<file path="src/rtl/unified_mem_arbiter_if.sv">
// ---------------------------------------------------------------------------
// unified_mem_arbiter_if
//   Bundles every non-clock/reset signal of unified_mem_arbiter: the fetch
//   queue head toward IF/ID, pipeline control (flush/halt), the MEM-stage
//   data request, and the single-port memory bus.
//
//   modport master : the arbiter's view (drives if_*, d_ack/d_rdata, m_*, fq_count)
//   modport slave  : the environment's view (pipeline plus memory)
//
//   Signal summary
//     if_valid/if_ready/if_instr/if_pc : fetch-queue head handshake
//     flush/flush_pc                   : fetch redirect
//     halt                             : stop issuing fetches
//     d_req/d_we/d_addr/d_wdata/d_funct3, d_ack/d_rdata : data access
//     m_addr/m_re/m_we/m_wdata/m_funct3, m_rdata        : memory bus
//     fq_count                         : fetch-queue occupancy
// ---------------------------------------------------------------------------
interface unified_mem_arbiter_if #(
  parameter int XLEN     = 32,
  parameter int ADDR_W   = 8,
  parameter int FQ_DEPTH = 4
);
  localparam int CNT_W = $clog2(FQ_DEPTH + 1);

  // Fetch queue head toward IF/ID
  logic              if_valid;
  logic              if_ready;
  logic [XLEN-1:0]   if_instr;
  logic [XLEN-1:0]   if_pc;

  // Pipeline control
  logic              flush;
  logic [XLEN-1:0]   flush_pc;
  logic              halt;

  // MEM-stage data path
  logic              d_req;
  logic              d_we;
  logic [XLEN-1:0]   d_addr;
  logic [XLEN-1:0]   d_wdata;
  logic [2:0]        d_funct3;
  logic              d_ack;
  logic [XLEN-1:0]   d_rdata;

  // Shared single-port memory
  logic [ADDR_W-1:0] m_addr;
  logic              m_re;
  logic              m_we;
  logic [XLEN-1:0]   m_wdata;
  logic [2:0]        m_funct3;
  logic [XLEN-1:0]   m_rdata;

  // Status
  logic [CNT_W-1:0]  fq_count;

  modport master (
    output if_valid, if_instr, if_pc,
    input  if_ready,
    input  flush, flush_pc, halt,
    input  d_req, d_we, d_addr, d_wdata, d_funct3,
    output d_ack, d_rdata,
    output m_addr, m_re, m_we, m_wdata, m_funct3,
    input  m_rdata,
    output fq_count
  );

  modport slave (
    input  if_valid, if_instr, if_pc,
    output if_ready,
    output flush, flush_pc, halt,
    output d_req, d_we, d_addr, d_wdata, d_funct3,
    input  d_ack, d_rdata,
    input  m_addr, m_re, m_we, m_wdata, m_funct3,
    output m_rdata,
    input  fq_count
  );
endinterface

</file>
<file path="src/rtl/unified_mem_arbiter.sv">
// ---------------------------------------------------------------------------
// unified_mem_arbiter
//   Shares one single-port memory between a prefetching instruction-fetch
//   path and the MEM-stage data path. Data accesses win arbitration, except
//   that after STARVE_MAX consecutive data grants with an empty fetch queue
//   one fetch grant is forced. Fetched words are buffered in an FQ_DEPTH-entry
//   FIFO that feeds the IF/ID register. Supports flush-to-target and halt.
//
//   Ports
//     clk  : rising-edge clock
//     rst  : asynchronous active-high reset
//     bus  : unified_mem_arbiter_if.master (fetch head, control, data, memory)
//
//   Parameters
//     XLEN       data/PC width
//     ADDR_W     memory byte-address width (m_addr = addr[ADDR_W-1:0])
//     FQ_DEPTH   fetch-queue entries, power of 2, >= 2
//     STARVE_MAX data grants tolerated with an empty queue before a forced fetch
//     RESET_PC   fetch PC after reset
//
//   Build option
//     FQ_BYPASS_EN : when defined, a word fetched into an empty queue while
//                    IF/ID is ready is presented combinationally the same
//                    cycle instead of being enqueued. When undefined, the
//                    head outputs come only from queue registers.
// ---------------------------------------------------------------------------
module unified_mem_arbiter #(
  parameter int              XLEN       = 32,
  parameter int              ADDR_W     = 8,
  parameter int              FQ_DEPTH   = 4,
  parameter int              STARVE_MAX = 3,
  parameter logic [XLEN-1:0] RESET_PC   = '0
) (
  input  logic                  clk,
  input  logic                  rst,
  unified_mem_arbiter_if.master bus
);

  localparam int PTR_W = $clog2(FQ_DEPTH);
  localparam int CNT_W = $clog2(FQ_DEPTH + 1);
  localparam int SC_W  = (STARVE_MAX > 0) ? $clog2(STARVE_MAX + 1) : 1;

  localparam logic [CNT_W-1:0] FULL_CNT     = CNT_W'(FQ_DEPTH);
  localparam logic [SC_W-1:0]  STARVE_LIM   = SC_W'(STARVE_MAX);
  localparam logic [2:0]       FETCH_FUNCT3 = 3'b010;
  localparam logic [XLEN-1:0]  PC_STEP      = XLEN'(4);

  // -------------------------------------------------------------------------
  // State
  // -------------------------------------------------------------------------
  logic [XLEN-1:0]  r_fetch_pc;
  logic [PTR_W-1:0] r_wr_ptr;
  logic [PTR_W-1:0] r_rd_ptr;
  logic [CNT_W-1:0] r_count;
  logic [SC_W-1:0]  r_starve_cnt;
  logic [XLEN-1:0]  r_q_instr [FQ_DEPTH];
  logic [XLEN-1:0]  r_q_pc    [FQ_DEPTH];

  // -------------------------------------------------------------------------
  // Arbitration
  // -------------------------------------------------------------------------
  logic w_empty;
  logic w_full;
  logic w_force_f;
  logic w_grant_d;
  logic w_grant_f;
  logic w_fetch_go;   // fetch grant whose word is kept (not killed by flush)
  logic w_enq;
  logic w_deq;

  assign w_empty = (r_count == '0);
  assign w_full  = (r_count == FULL_CNT);

  // A data request is refused only when the fetch side has been starved long
  // enough with nothing buffered; halt suppresses the forced fetch entirely.
  assign w_force_f  = w_empty & (r_starve_cnt == STARVE_LIM) & ~bus.halt;
  assign w_grant_d  = bus.d_req & ~w_force_f;
  // A full queue never fetches, even when the head drains this cycle.
  assign w_grant_f  = ~w_grant_d & ~bus.halt & ~w_full;
  assign w_fetch_go = w_grant_f & ~bus.flush;

  // Flush empties the queue, so a dequeue in the same cycle must not move
  // the read pointer or the count.
  assign w_deq = ~w_empty & bus.if_ready & ~bus.flush;

  // NOTE: every signal assigned in always_comb gets a default first so no
  // path leaves it unassigned and no latch is inferred.
  always_comb begin
    bus.m_addr   = r_fetch_pc[ADDR_W-1:0];
    bus.m_re     = 1'b0;
    bus.m_we     = 1'b0;
    bus.m_wdata  = bus.d_wdata;
    bus.m_funct3 = FETCH_FUNCT3;
    if (w_grant_d) begin
      bus.m_addr   = bus.d_addr[ADDR_W-1:0];
      bus.m_re     = ~bus.d_we;
      bus.m_we     = bus.d_we;
      bus.m_funct3 = bus.d_funct3;
    end else if (w_grant_f) begin
      bus.m_re = 1'b1;
    end
  end

  assign bus.d_ack    = w_grant_d;
  assign bus.d_rdata  = bus.m_rdata;
  assign bus.fq_count = r_count;

  // -------------------------------------------------------------------------
  // Head presentation (optional same-cycle bypass)
  // -------------------------------------------------------------------------
`ifdef FQ_BYPASS_EN
  logic w_bypass;

  // The word goes straight to IF/ID only if nothing older is queued and the
  // consumer takes it now; otherwise it is buffered as usual.
  assign w_bypass = w_empty & w_fetch_go & bus.if_ready;
  assign w_enq    = w_fetch_go & ~w_bypass;

  always_comb begin
    bus.if_valid = ~w_empty;
    bus.if_instr = r_q_instr[r_rd_ptr];
    bus.if_pc    = r_q_pc[r_rd_ptr];
    if (w_bypass) begin
      bus.if_valid = 1'b1;
      bus.if_instr = bus.m_rdata;
      bus.if_pc    = r_fetch_pc;
    end
  end
`else
  assign w_enq        = w_fetch_go;
  assign bus.if_valid = ~w_empty;
  assign bus.if_instr = r_q_instr[r_rd_ptr];
  assign bus.if_pc    = r_q_pc[r_rd_ptr];
`endif

  // -------------------------------------------------------------------------
  // Control state: fetch PC, queue pointers/count, starvation counter
  // -------------------------------------------------------------------------
  // NOTE: sequential state uses non-blocking assignments so every register
  // samples pre-edge values regardless of statement order.
  always_ff @(posedge clk or posedge rst) begin
    if (rst) begin
      r_fetch_pc   <= RESET_PC;
      r_wr_ptr     <= '0;
      r_rd_ptr     <= '0;
      r_count      <= '0;
      r_starve_cnt <= '0;
    end else if (bus.flush) begin
      // Redirect dominates all queue activity; a granted data access in the
      // same cycle still completes combinationally.
      r_fetch_pc   <= {bus.flush_pc[XLEN-1:2], 2'b00};
      r_wr_ptr     <= '0;
      r_rd_ptr     <= '0;
      r_count      <= '0;
      r_starve_cnt <= '0;
    end else begin
      if (w_grant_f) begin
        r_fetch_pc <= r_fetch_pc + PC_STEP;
      end

      if (w_enq) begin
        r_wr_ptr <= r_wr_ptr + PTR_W'(1);
      end
      if (w_deq) begin
        r_rd_ptr <= r_rd_ptr + PTR_W'(1);
      end

      if (w_enq && !w_deq) begin
        r_count <= r_count + CNT_W'(1);
      end else if (!w_enq && w_deq) begin
        r_count <= r_count - CNT_W'(1);
      end

      // Only data grants against an empty queue count as starvation.
      if (w_grant_f || !w_empty) begin
        r_starve_cnt <= '0;
      end else if (w_grant_d && (r_starve_cnt != STARVE_LIM)) begin
        r_starve_cnt <= r_starve_cnt + SC_W'(1);
      end
    end
  end

  // -------------------------------------------------------------------------
  // Queue storage
  // -------------------------------------------------------------------------
  // NOTE: the entries are reset so the head outputs read 0 before the first
  // enqueue; this keeps the array in flops rather than a RAM macro.
  always_ff @(posedge clk or posedge rst) begin
    if (rst) begin
      for (int i = 0; i < FQ_DEPTH; i++) begin
        r_q_instr[i] <= '0;
        r_q_pc[i]    <= '0;
      end
    end else if (w_enq) begin
      r_q_instr[r_wr_ptr] <= bus.m_rdata;
      r_q_pc[r_wr_ptr]    <= r_fetch_pc;
    end
  end

endmodule

</file>
<file path="src/flat_wrapper.sv">
// flat-port wrapper written by rule: the top's interface ports become plain ports
module unified_mem_arbiter_flat 
#(
  parameter int              XLEN       = 32,
  parameter int              ADDR_W     = 8,
  parameter int              FQ_DEPTH   = 4,
  parameter int              STARVE_MAX = 3,
  parameter logic [XLEN-1:0] RESET_PC   = '0
)
  (clk, rst, bus_if_valid, bus_if_instr, bus_if_pc, bus_if_ready, bus_flush, bus_flush_pc, bus_halt, bus_d_req, bus_d_we, bus_d_addr, bus_d_wdata, bus_d_funct3, bus_d_ack, bus_d_rdata, bus_m_addr, bus_m_re, bus_m_we, bus_m_wdata, bus_m_funct3, bus_m_rdata, bus_fq_count);
  unified_mem_arbiter_if #(.XLEN(XLEN), .ADDR_W(ADDR_W), .FQ_DEPTH(FQ_DEPTH)) bus_i ();
  input  logic clk;
  input  logic rst;
  output wire logic [$bits(bus_i.if_valid)-1:0] bus_if_valid;
  output wire logic [$bits(bus_i.if_instr)-1:0] bus_if_instr;
  output wire logic [$bits(bus_i.if_pc)-1:0] bus_if_pc;
  input wire logic [$bits(bus_i.if_ready)-1:0] bus_if_ready;
  input wire logic [$bits(bus_i.flush)-1:0] bus_flush;
  input wire logic [$bits(bus_i.flush_pc)-1:0] bus_flush_pc;
  input wire logic [$bits(bus_i.halt)-1:0] bus_halt;
  input wire logic [$bits(bus_i.d_req)-1:0] bus_d_req;
  input wire logic [$bits(bus_i.d_we)-1:0] bus_d_we;
  input wire logic [$bits(bus_i.d_addr)-1:0] bus_d_addr;
  input wire logic [$bits(bus_i.d_wdata)-1:0] bus_d_wdata;
  input wire logic [$bits(bus_i.d_funct3)-1:0] bus_d_funct3;
  output wire logic [$bits(bus_i.d_ack)-1:0] bus_d_ack;
  output wire logic [$bits(bus_i.d_rdata)-1:0] bus_d_rdata;
  output wire logic [$bits(bus_i.m_addr)-1:0] bus_m_addr;
  output wire logic [$bits(bus_i.m_re)-1:0] bus_m_re;
  output wire logic [$bits(bus_i.m_we)-1:0] bus_m_we;
  output wire logic [$bits(bus_i.m_wdata)-1:0] bus_m_wdata;
  output wire logic [$bits(bus_i.m_funct3)-1:0] bus_m_funct3;
  input wire logic [$bits(bus_i.m_rdata)-1:0] bus_m_rdata;
  output wire logic [$bits(bus_i.fq_count)-1:0] bus_fq_count;
  assign bus_if_valid = bus_i.if_valid;
  assign bus_if_instr = bus_i.if_instr;
  assign bus_if_pc = bus_i.if_pc;
  assign bus_i.if_ready = bus_if_ready;
  assign bus_i.flush = bus_flush;
  assign bus_i.flush_pc = bus_flush_pc;
  assign bus_i.halt = bus_halt;
  assign bus_i.d_req = bus_d_req;
  assign bus_i.d_we = bus_d_we;
  assign bus_i.d_addr = bus_d_addr;
  assign bus_i.d_wdata = bus_d_wdata;
  assign bus_i.d_funct3 = bus_d_funct3;
  assign bus_d_ack = bus_i.d_ack;
  assign bus_d_rdata = bus_i.d_rdata;
  assign bus_m_addr = bus_i.m_addr;
  assign bus_m_re = bus_i.m_re;
  assign bus_m_we = bus_i.m_we;
  assign bus_m_wdata = bus_i.m_wdata;
  assign bus_m_funct3 = bus_i.m_funct3;
  assign bus_i.m_rdata = bus_m_rdata;
  assign bus_fq_count = bus_i.fq_count;
  unified_mem_arbiter #(.XLEN(XLEN), .ADDR_W(ADDR_W), .FQ_DEPTH(FQ_DEPTH), .STARVE_MAX(STARVE_MAX), .RESET_PC(RESET_PC)) u_core (.clk(clk), .rst(rst), .bus(bus_i));
endmodule
</file>
<file path="config.mk">
export PLATFORM = sky130hd
export DESIGN_NAME = unified_mem_arbiter_flat
export DESIGN_NICKNAME = d
export VERILOG_FILES = /design/src/rtl/unified_mem_arbiter_if.sv /design/src/rtl/unified_mem_arbiter.sv /design/src/flat_wrapper.sv
export SDC_FILE = /design/constraint.sdc
export NUM_CORES = 1
export LEC_CHECK = 0
export BUFFER_PORTS_ARGS = -buffer_cell sky130_fd_sc_hd__buf_2
export CORE_AREA = 2 2 205 156
export DETAILED_ROUTE_END_ITERATION = 10
export DIE_AREA = 0 0 207 158
export PLACE_DENSITY = 0.71
export SYNTH_ARGS = -nofsm -noshare
export SYNTH_HDL_FRONTEND = slang
export SYNTH_SLANG_ARGS = --single-unit
</file>
<file path="constraint.sdc">
create_clock -name clk -period 9.65 [get_ports clk]
set_input_delay 0.965 -clock clk [delete_from_list [all_inputs] [get_ports clk]]
set_output_delay 0.965 -clock clk [all_outputs]
set_load 0.05 [all_outputs]
</file>
==> flow_metrics.env <==
export IMPL_status="finished clean"
export IMPL_cts_tree="yes"
export IMPL_syn_area_per_cell_um2=14.4
export IMPL_drt_iter0_drc=320
export IMPL_async_flop_share=1.00
export IMPL_crit_cells=5
export IMPL_ys_seq_elements=287
export IMPL_fillers=2668
export IMPL_grt_pass1_wl_mm=47.2
export IMPL_reg2reg_to="u_core.r_q_instr[49]"
export IMPL_drcViolationCount=0
export IMPL_coreArea_mm2=0.0308
export IMPL_grt_pass1_vias=8225
export IMPL_finalSetupViolCount=0
export IMPL_track_usage=0.183
export IMPL_critPathCapture="bus_m_we"
export IMPL_clock_latency_ns=0.55
export IMPL_maxCapViolCount=0
export IMPL_cp_max_fo=13
export IMPL_finalSetupTns_ns=0
export IMPL_post_cts_buffers=0
export IMPL_htreeDepth=1
export IMPL_post_cts_resized=0
export IMPL_crit_buf_inv=2
export IMPL_crit_start="u_core.bus.fq_count[1]"
export IMPL_cp_required_ns=8.69
export IMPL_path_cells="or3_1 -> o21ai_1 -> inv_1 -> and2_1 -> buf_2"
export IMPL_power_total_mw=4.72
export IMPL_wl_mm=29.2
export IMPL_hold_class="register to register"
export IMPL_netlist_instances=949
export IMPL_row_count=56
export IMPL_grtUsageMet2=0.287
export IMPL_finalMaxSlewViolations=0
export IMPL_ios=284
export IMPL_max_freq_mhz=246
export IMPL_end_kind="primary output"
export IMPL_hold_viol_final=0
export IMPL_finalWeightedCongestion=0.720
export IMPL_final_antenna_net_count=0
export IMPL_power_density_mw_per_mm2=309
export IMPL_fin_worst_skew_ns=0.0197
export IMPL_synth_top_area_frac=0.525
export IMPL_peakVddDrop_mv=0.157
export IMPL_rr_worst_depth=6
export IMPL_drive_above_1_share=0.308
export IMPL_period_share=0.421
export IMPL_dp_final_hpwl_mm=17.5
export IMPL_final_common_cell="dfrtp_1"
export IMPL_grt_met3_usage=0.0379
export IMPL_critical_path_max_stage_delay_ns=0.67
export IMPL_synth_edf_count=0
export IMPL_crit_family="simple AND/OR/NAND/NOR gates"
export IMPL_synth_area_mm2=0.0137
export IMPL_clock_sink_count=287
export IMPL_dieWidth_um=207
export IMPL_dieArea_mm2=0.0327
export IMPL_path_clk_slew_ns=0.06
export IMPL_antenna_found_initial=1
export IMPL_initial_core_util=0.443
export IMPL_dr_pass1_iters=4
export IMPL_path_class="register to primary output"
export IMPL_slowest_stage="o21ai_1"
export IMPL_worst_pin_slew_ns=1.15
export IMPL_port_buffers=191
export IMPL_cts_buffers=29
export IMPL_reg2reg_from="u_core.r_starve_cnt[0]"
export IMPL_busiest_layer="met2"
export IMPL_grt_use_met1=0.263
export IMPL_wire_per_inst_um=19.7
export IMPL_r2r_setup_slack_ns=6.62
export IMPL_yosysTopAreaCell="dfrtp_1"
export IMPL_hold_slack_ns=0.484
export IMPL_vias=7947
export IMPL_grt_max_degree=163
export IMPL_p_leak_nw=7.35
export IMPL_via_per_inst=5.37
export IMPL_rsz0062_at_grt="false"
export IMPL_ys_seq_area_frac=0.525
export IMPL_synth_flop_cell="dfrtp_1"
export IMPL_syn2layout_area_growth_pct=11.9
export IMPL_cts_hold_buf=0
export IMPL_clockBufferDepth=3
export IMPL_maxSlewHeadroom=0.233
export IMPL_gr_total_overflow=0
export IMPL_fin_nets=1197
export IMPL_period_needed_ns=4.06
export IMPL_synth_cell_type_count=40
export IMPL_die_h_um=158
export IMPL_synthTopCellsByArea="dfrtp_1, mux2_1, mux4_2, buf_4, buf_6"
export IMPL_critPathLaunchType="register"
export IMPL_final_cell_mix="dfrtp_1, mux2_1, buf_2"
export IMPL_clock_root_buffer="clkbuf_16"
export IMPL_yosysWarnings=0
export IMPL_cp_arrival_ns=3.10
==> metrics by stage <==
step           setup slack [ns]  cells  instance area, um^2  utilization
2_1_floorplan             0.764    950                13700            -
3_3_place_gp               5.80   1427                14300        0.464
3_5_place_dp               5.76   1427                14300        0.464
4_1_cts                    5.56   1480                15300        0.496
5_1_grt                    5.38   1480                15300        0.496
6_report                   5.59   1481                15300        0.496
==> worst reg2reg max path, cell delays in order, from the launching register on <==
cell and delay, ns:
dfrtp_1 0.36, ha_1 0.19, or3b_4 0.41, a211oi_4 0.24, and2_1 0.39, nand2_4 0.70, mux2_1 0.61
==> synthesized netlist by cell type, types with 7 or more instances <==
library cell    n
dfrtp_1       287
mux2_1        240
buf_4          69
mux4_2         62
nand2_1        51
clkbuf_1       26
o21ai_0        26
xor2_1         26
buf_6          24
nand4_1        19
nor2_1         15
nand3_1        13
mux2_2         10
and2_1          9
and3_1          8
inv_1           8
xnor2_1         7
==> area by class of cell <==
| cell class | instances | area [um^2] | area share |
|---|---|---|---|
| Timing Repair Buffer | 198 | 1020 | 0.0667 |
| Inverter | 8 | 37.5 | 0.00245 |
| Sequential cell | 287 | 7190 | 0.470 |
| Multi-Input combinational cell | 528 | 5540 | 0.362 |
| Clock buffer | 39 | 833 | 0.0545 |
| Tap cell | 406 | 508 | 0.0332 |
| Clock inverter | 14 | 163 | 0.0106 |
| Antenna cell | 1 | 2.50 | 0.000164 |
==> sequential cells by signal, summed over array words and instances (netlist names) <==
name / cells
u_core.bus.fq_count: 3
u_core.r_fetch_pc: 30
u_core.r_q_instr: 128
u_core.r_q_pc: 120
u_core.r_rd_ptr: 2
u_core.r_starve_cnt: 2
u_core.r_wr_ptr: 2
==> cells by family after synthesis <==
family / count (synthesis) / synth area share
buf+inv: 135 / 0.0694
other cells: 1 / 0.000274
mux: 315 / 0.310
simple gates: 134 / 0.0506
flops: 287 / 0.525
compound gates: 37 / 0.0159
fa+ha+maj: 7 / 0.00696
xor+xnor: 33 / 0.0211
==> routing by layer <==
metal | vias up | routed length [um]
li1 | 3549 | -
met1 | 4139 | 14000
met3 | 50 | 1580
met5 | - | 13
met4 | 2 | 617
met2 | 207 | 13000
==> worst min path at each step <==
stage          cells past startpoint            startpoint              endpoint  slack, ns
2_1_floorplan                      1  u_core.r_q_instr[41]  u_core.r_q_instr[41]       0.46
3_3_place_gp                       1  u_core.r_q_instr[60]  u_core.r_q_instr[60]       0.47
3_5_place_dp                       1     u_core.r_q_pc[37]     u_core.r_q_pc[37]       0.48
4_1_cts                            1  u_core.r_q_instr[54]  u_core.r_q_instr[54]       0.49
5_1_grt                            1     u_core.r_q_pc[51]     u_core.r_q_pc[51]       0.50
6_report                           1     u_core.r_q_pc[36]     u_core.r_q_pc[36]       0.48
==> power breakdown <==
part	switching, mW	leakage [nW]	internal [mW]
logic	1.16	3.13	0.634
clock network	0.478	0.482	0.687
registers	0.239	3.73	1.53
total	1.88	7.35	2.85
Note: power is estimated with default switching activity, not from simulation.
